`config.mk`:
```
export PLATFORM = sky130hd
export DESIGN_NAME = wb_arbiter
export DESIGN_NICKNAME = d
export VERILOG_FILES = /design/src/rtl/wb_arbiter_pkg.sv /design/src/rtl/wb_fifo.sv /design/src/rtl/wb_arbiter.sv
export SDC_FILE = /design/constraint.sdc
export NUM_CORES = 1
export LEC_CHECK = 0
export ABC_AREA = 1
export BUFFER_PORTS_ARGS = -buffer_cell sky130_fd_sc_hd__buf_2
export CORE_UTILIZATION = 56
export DETAILED_ROUTE_END_ITERATION = 12
export PLACE_DENSITY = 0.83
export SLEW_MARGIN = 20
export SYNTH_ARGS = -nofsm -noshare
export SYNTH_HDL_FRONTEND = slang
export SYNTH_HIERARCHICAL = 1
export SYNTH_SLANG_ARGS = --single-unit
```
`constraint.sdc`:
```
create_clock -name clk -period 4.5 [get_ports clk]
set_input_delay 0.225 -clock clk [delete_from_list [all_inputs] [get_ports clk]]
set_output_delay 0.225 -clock clk [all_outputs]
set_load 0.01 [all_outputs]
```
`src/rtl/wb_arbiter_pkg.sv`:
```
// Shared constants and types for the write-back arbiter: register-address width,
// register count, grant-pointer encoding and a one-hot register mask helper.
package wb_arbiter_pkg;

  localparam int REG_AW   = 5;
  localparam int NUM_REGS = 32;

  typedef enum logic {
    SRC_EXU = 1'b0,
    SRC_LSU = 1'b1
  } src_t;

  // x0 never appears in the scoreboard, so its mask is always empty.
  function automatic logic [NUM_REGS-1:0] reg_mask(input logic [REG_AW-1:0] r);
    logic [NUM_REGS-1:0] m;
    m = '0;
    if (r != '0) m[r] = 1'b1;
    return m;
  endfunction

endpackage

```
`src/rtl/wb_fifo.sv`:
```
// Per-producer result FIFO holding {rd, data}; ready is derived only from the
// registered occupancy, so there is no valid-to-ready combinational path.
module wb_fifo
  import wb_arbiter_pkg::*;
#(
  parameter int XLEN  = 64,
  parameter int DEPTH = 2
) (
  input  logic              clk,
  input  logic              rst,
  input  logic              push_valid,
  output logic              push_ready,
  input  logic [REG_AW-1:0] push_rd,
  input  logic [XLEN-1:0]   push_data,
  input  logic              pop,
  output logic              head_valid,
  output logic [REG_AW-1:0] head_rd,
  output logic [XLEN-1:0]   head_data
);

  localparam int PW = (DEPTH > 1) ? $clog2(DEPTH) : 1;
  localparam int CW = $clog2(DEPTH) + 1;

  if ((DEPTH < 2) || ((DEPTH & (DEPTH - 1)) != 0)) begin : g_bad_depth
    $error("wb_fifo: DEPTH must be a power of two and at least 2");
  end

  logic [REG_AW-1:0] rd_mem   [DEPTH];
  logic [XLEN-1:0]   data_mem [DEPTH];
  logic [PW-1:0]     wr_ptr;
  logic [PW-1:0]     rd_ptr;
  logic [CW-1:0]     count;
  logic              do_push;
  logic              do_pop;

  assign push_ready = (count != CW'(DEPTH));
  assign head_valid = (count != '0);
  assign head_rd    = rd_mem[rd_ptr];
  assign head_data  = data_mem[rd_ptr];
  assign do_push    = push_valid && push_ready;
  assign do_pop     = pop && head_valid;

  // Storage carries no reset; occupancy alone decides what is valid.
  always_ff @(posedge clk) begin
    if (do_push) begin
      rd_mem[wr_ptr]   <= push_rd;
      data_mem[wr_ptr] <= push_data;
    end
  end

  always_ff @(posedge clk or posedge rst) begin
    if (rst) begin
      wr_ptr <= '0;
      rd_ptr <= '0;
      count  <= '0;
    end else begin
      if (do_push) wr_ptr <= wr_ptr + PW'(1);
      if (do_pop)  rd_ptr <= rd_ptr + PW'(1);
      count <= count + CW'(do_push) - CW'(do_pop);
    end
  end

  assert property (@(posedge clk) disable iff (rst) pop |-> head_valid);

endmodule

```
`src/rtl/wb_arbiter.sv`:
```
// Write-back arbiter: round-robin between EXU and LSU result FIFOs into one
// registered register-file write per cycle, plus the busy-register scoreboard.
module wb_arbiter
  import wb_arbiter_pkg::*;
#(
  parameter int XLEN  = 64,
  parameter int DEPTH = 2
) (
  input  logic                clk,
  input  logic                rst,
  input  logic                exu_valid,
  output logic                exu_ready,
  input  logic [REG_AW-1:0]   exu_rd,
  input  logic [XLEN-1:0]     exu_data,
  input  logic                lsu_valid,
  output logic                lsu_ready,
  input  logic [REG_AW-1:0]   lsu_rd,
  input  logic [XLEN-1:0]     lsu_data,
  input  logic                issue_valid,
  input  logic [REG_AW-1:0]   issue_rd,
  output logic [REG_AW-1:0]   waddr,
  output logic [XLEN-1:0]     wdata,
  output logic                we,
  output logic [NUM_REGS-1:0] busy
);

  logic                exu_head_valid;
  logic                lsu_head_valid;
  logic [REG_AW-1:0]   exu_head_rd;
  logic [REG_AW-1:0]   lsu_head_rd;
  logic [XLEN-1:0]     exu_head_data;
  logic [XLEN-1:0]     lsu_head_data;
  logic                exu_pop;
  logic                lsu_pop;
  src_t                last_grant;
  src_t                grant_src;
  logic                grant;
  logic [REG_AW-1:0]   grant_rd;
  logic [XLEN-1:0]     grant_data;
  logic [NUM_REGS-1:0] set_mask;
  logic [NUM_REGS-1:0] clr_mask;

  wb_fifo #(.XLEN(XLEN), .DEPTH(DEPTH)) u_exu_fifo (
    .clk        (clk),
    .rst        (rst),
    .push_valid (exu_valid),
    .push_ready (exu_ready),
    .push_rd    (exu_rd),
    .push_data  (exu_data),
    .pop        (exu_pop),
    .head_valid (exu_head_valid),
    .head_rd    (exu_head_rd),
    .head_data  (exu_head_data)
  );

  wb_fifo #(.XLEN(XLEN), .DEPTH(DEPTH)) u_lsu_fifo (
    .clk        (clk),
    .rst        (rst),
    .push_valid (lsu_valid),
    .push_ready (lsu_ready),
    .push_rd    (lsu_rd),
    .push_data  (lsu_data),
    .pop        (lsu_pop),
    .head_valid (lsu_head_valid),
    .head_rd    (lsu_head_rd),
    .head_data  (lsu_head_data)
  );

  // On a tie the source that did not win last time takes the grant.
  always_comb begin
    grant     = exu_head_valid || lsu_head_valid;
    grant_src = SRC_EXU;
    if (exu_head_valid && lsu_head_valid)
      grant_src = (last_grant == SRC_EXU) ? SRC_LSU : SRC_EXU;
    else if (lsu_head_valid)
      grant_src = SRC_LSU;
  end

  assign grant_rd   = (grant_src == SRC_LSU) ? lsu_head_rd   : exu_head_rd;
  assign grant_data = (grant_src == SRC_LSU) ? lsu_head_data : exu_head_data;
  assign exu_pop    = grant && (grant_src == SRC_EXU);
  assign lsu_pop    = grant && (grant_src == SRC_LSU);

  assign set_mask = issue_valid ? reg_mask(issue_rd) : '0;
  assign clr_mask = grant ? reg_mask(grant_rd) : '0;

  always_ff @(posedge clk or posedge rst) begin
    if (rst) begin
      we         <= 1'b0;
      waddr      <= '0;
      wdata      <= '0;
      last_grant <= SRC_EXU;
    end else begin
      we <= 1'b0;
      if (grant) begin
        last_grant <= grant_src;
        // An x0 result still consumes its slot but never reaches the register file.
        if (grant_rd != '0) begin
          we    <= 1'b1;
          waddr <= grant_rd;
          wdata <= grant_data;
        end
      end
    end
  end

  // Set is applied after clear so a same-edge issue keeps the bit pending.
  always_ff @(posedge clk or posedge rst) begin
    if (rst) busy <= '0;
    else     busy <= (busy & ~clr_mask) | set_mask;
  end

  assert property (@(posedge clk) disable iff (rst)
    (issue_valid && issue_rd != '0) |-> (!busy[issue_rd] || clr_mask[issue_rd]));

endmodule
```
==> impl_metrics.tcl <==
set metrics [dict create \
    drive_gt1_share_pct 17.4 \
    pre_cts_ws_ps 1380 \
    rsz0062_at_grt "no" \
    grt_overflow 0 \
    drcViolationCount 0 \
    die_area_um2 28700 \
    r2r_start "u_lsu_fifo/count[1]" \
    power.switching_w 0.00557 \
    crit_fanout 39 \
    drtAntennaViolNets 0 \
    synthAdderAreaFrac_pct 0.159 \
    viasPerCell 5.31 \
    hold_depth 4 \
    fmax_mhz 314 \
    synth_top_family_by_area "simple AND/OR/NAND/NOR gates" \
    synth_edf_count 276 \
    min_from "issue_rd[2]" \
    combPwrFrac_pct 38.7 \
    path_class "register to register" \
    cp.required_ps 4910 \
    die_w_um 170 \
    drt-pass1-iter-count 6 \
    grt_pass1_wl_um 61600 \
    clk_pin_slew_ps 60 \
    avgRoutedWirePerCell_um 17.5 \
    ys_ff_latch 387 \
    antenna_found_initial 8 \
    muxShareOfSynthArea_pct 0 \
    start_util_pct 57.7 \
    syn-cell-area_um2 15700 \
    synthCells 1527 \
    status "complete, no violations" \
    cp-start-kind "register" \
    rows 60 \
    r2r-end "u_exu_fifo/count[1]" \
    grt_max_degree 71 \
    clockBufferDepth 3 \
    drt_wl_total_um 40600 \
    h-tree-depth 2 \
    hp-class "input port to register" \
    power_density_nw_per_um2 715 \
    slew_headroom_pct 33.2 \
    ff2ff_path_depth 16 \
    hold-path-endpoint "busy[1]" \
    clock-root-buffer "clkbuf_16" \
    area_delta_synth_final_pct 26.2 \
    maxSlewViolCount 0 \
    worst_slew_pin_slew_ps 994 \
    synth_seq_area_share_pct 70.4 \
    r2r_setup_slack_ps 1320 \
    synth_warnings 6 \
    io_buffers 251 \
    hpwl_um 23200 \
    synth_commonest_cells "906 x nand2_1, 276 x edfxtp_1, 111 x dfrtp_1" \
    period_minus_slack_ps 3180 \
    yosysMostFrequentCell "nand2_1" \
    cap_violations 0 \
    cts_sinks 387 \
    cts-resized-gates 0 \
    finalHoldViolCount 0 \
    track_usage_pct 28.2 \
    first_iter_violations 1265 \
    power.total_w 0.0142 \
    synth_area_leader_cell "edfxtp_1" \
    synth_area_leaders "edfxtp_1 53%, nand2_1 22%, dfrtp_1 18%" \
    route.vias.total 12290 \
    netlist.area_leader.share_pct 52.7 \
    synth_xor_xnor_area_share_pct 0.111 \
    ys.flop_type "edfxtp_1" \
    clock_latency_ps 530 \
    grt_pass1_vias 11944 \
    crit_arrival_ps 3590 \
    syn_area_per_cell_um2 10.3 \
    fp.dieH_um 170 \
    swShare_pct 39.3 \
    clkPwrFrac_pct 22.2 \
    fin_worst_skew_ps 16.4 \
    cts_tree "done" \
    syn_nets 1677 \
    finalCritPeriodShare_pct 70.7 \
    io_pins 252 \
    fin_ws_ps 1320 \
    end_kind "register" \
    yosys.area_share.simple_pct 25.3 \
    cts_buffers 39 \
    final_nets 2057 \
    place_congestion 0.905 \
    setup_viol 0 \
    irDropWorstVdd_mv 0.457 \
    synth.distinct_cells 24 \
    intPower_w 0.00862 \
    async_flop_share_pct 28.7 \
    core_area_um2 27300 \
    power_leakage_nw 9.20 \
    finalSetupTns_ps 0 \
    p_seq_share_pct 39.1 \
    synth-compound-area-share_pct 0.310 \
]
## kinds of logic after synthesis
logic type | after synthesis
and+or+nand+nor | 1024
adders and majority gates | 2
AOI/OAI and AO/OA | 6
buffers and inverters | 106
DFF | 387
xor gates and xnor gates | 2
## flip-flops by register name, indices dropped and copies added (netlist names)
register and cells:
u_exu_fifo/data_mem 128, u_lsu_fifo/data_mem 128, wdata 64, busy 32, u_exu_fifo/rd_mem 10, u_lsu_fifo/rd_mem 10
waddr 5, u_exu_fifo/count 2, u_lsu_fifo/count 2, last_grant 1, u_exu_fifo/rd_ptr 1, u_exu_fifo/wr_ptr 1
u_lsu_fifo/rd_ptr 1, u_lsu_fifo/wr_ptr 1, we 1
## cells in the final DEF (no fill, tap or decap), types with 8 or more instances in the layout
cell type        n
buf_4           13
nand3_1         72
clkbuf_16       41
buf_2          251
clkbuf_1        16
nand2_1        906
inv_1           33
dlygate4sd3_1  139
dfrtp_1        109
nor3_1          12
diode_2          8
nor2_1          21
edfxtp_1       276
## area by class of cell
cell class / instances / area (µm²)
Sequential cell: 387 / 11100
Fill cell: 1747 / 7410
Multi-Input combinational cell: 1034 / 4110
Timing Repair Buffer: 405 / 2790
Clock buffer: 57 / 1090
Tap cell: 372 / 465
Inverter: 40 / 158
Clock inverter: 13 / 139
Antenna cell: 8 / 20.0
## power groups by stage
stage | clock, W | combinational [W] | sequential (W)
after floorplan | 0 | 0.00353 | 0.00573
after global placement | 0 | 0.00503 | 0.00555
after detailed placement | 0 | 0.00523 | 0.00557
after CTS | 0.00315 | 0.00536 | 0.00552
after global routing | 0.00331 | 0.00612 | 0.00561
final | 0.00314 | 0.00550 | 0.00555
## critical path, stage by stage (launching register included)
cell     delay (ps)
dfrtp_1         440
nor2_1          170
inv_1           150
nand2_4         360
buf_4           460
inv_2           310
nor2_1          260
inv_1            70
nor2_1          150
nand2_1          90
nand2_1          80
ha_1            160
inv_1            60
nand2_1          70
nand2_1          70
nand3_1          90
nand2_1          60
## per-layer routing
metal / track usage [%] / share of wire [%] / vias to the layer above
met3: 5.13 / 8.4 / 155
met4: 14.1 / 4.6 / 0
li1: - / - / 5672
met2: 48.7 / 50 / 709
met1: 34.0 / 37 / 5754
met5: 0 / 0 / -
## worst max-delay path by stage
stage / depth (start not counted) / endpoint / startpoint
5_1_grt: 16 / u_exu_fifo/count[1] / u_lsu_fifo/count[1]
2_1_floorplan: 3 / u_exu_fifo/data_mem[1][0] / u_exu_fifo/count[1]
3_5_place_dp: 16 / u_exu_fifo/count[1] / u_lsu_fifo/count[1]
6_report: 16 / u_exu_fifo/count[1] / u_lsu_fifo/count[1]
4_1_cts: 16 / u_exu_fifo/count[1] / u_lsu_fifo/count[1]
3_3_place_gp: 12 / wdata[33] / u_exu_fifo/rd_ptr
## through the flow
| step | hold slack [ps] | utilization, % | instance area (µm²) | instances |
|---|---|---|---|---|
| 5_1_grt | 104 | 72.8 | 19800 | 2315 |
| 3_5_place_dp | 159 | 63.0 | 17200 | 2098 |
| 2_1_floorplan | -8.92 | - | 15700 | 1527 |
| 6_report | 77.8 | 72.8 | 19800 | 2316 |
| 4_1_cts | 53.5 | 72.6 | 19800 | 2307 |
| 3_3_place_gp | 157 | 63.0 | 17200 | 2098 |
## timing repair
action / CTS / global route
hold buffers: 139 / 0
buffers inserted: 0 / 0
endpoints found under the hold margin: 352 / 0
Note: power is estimated with default switching activity, not from simulation.
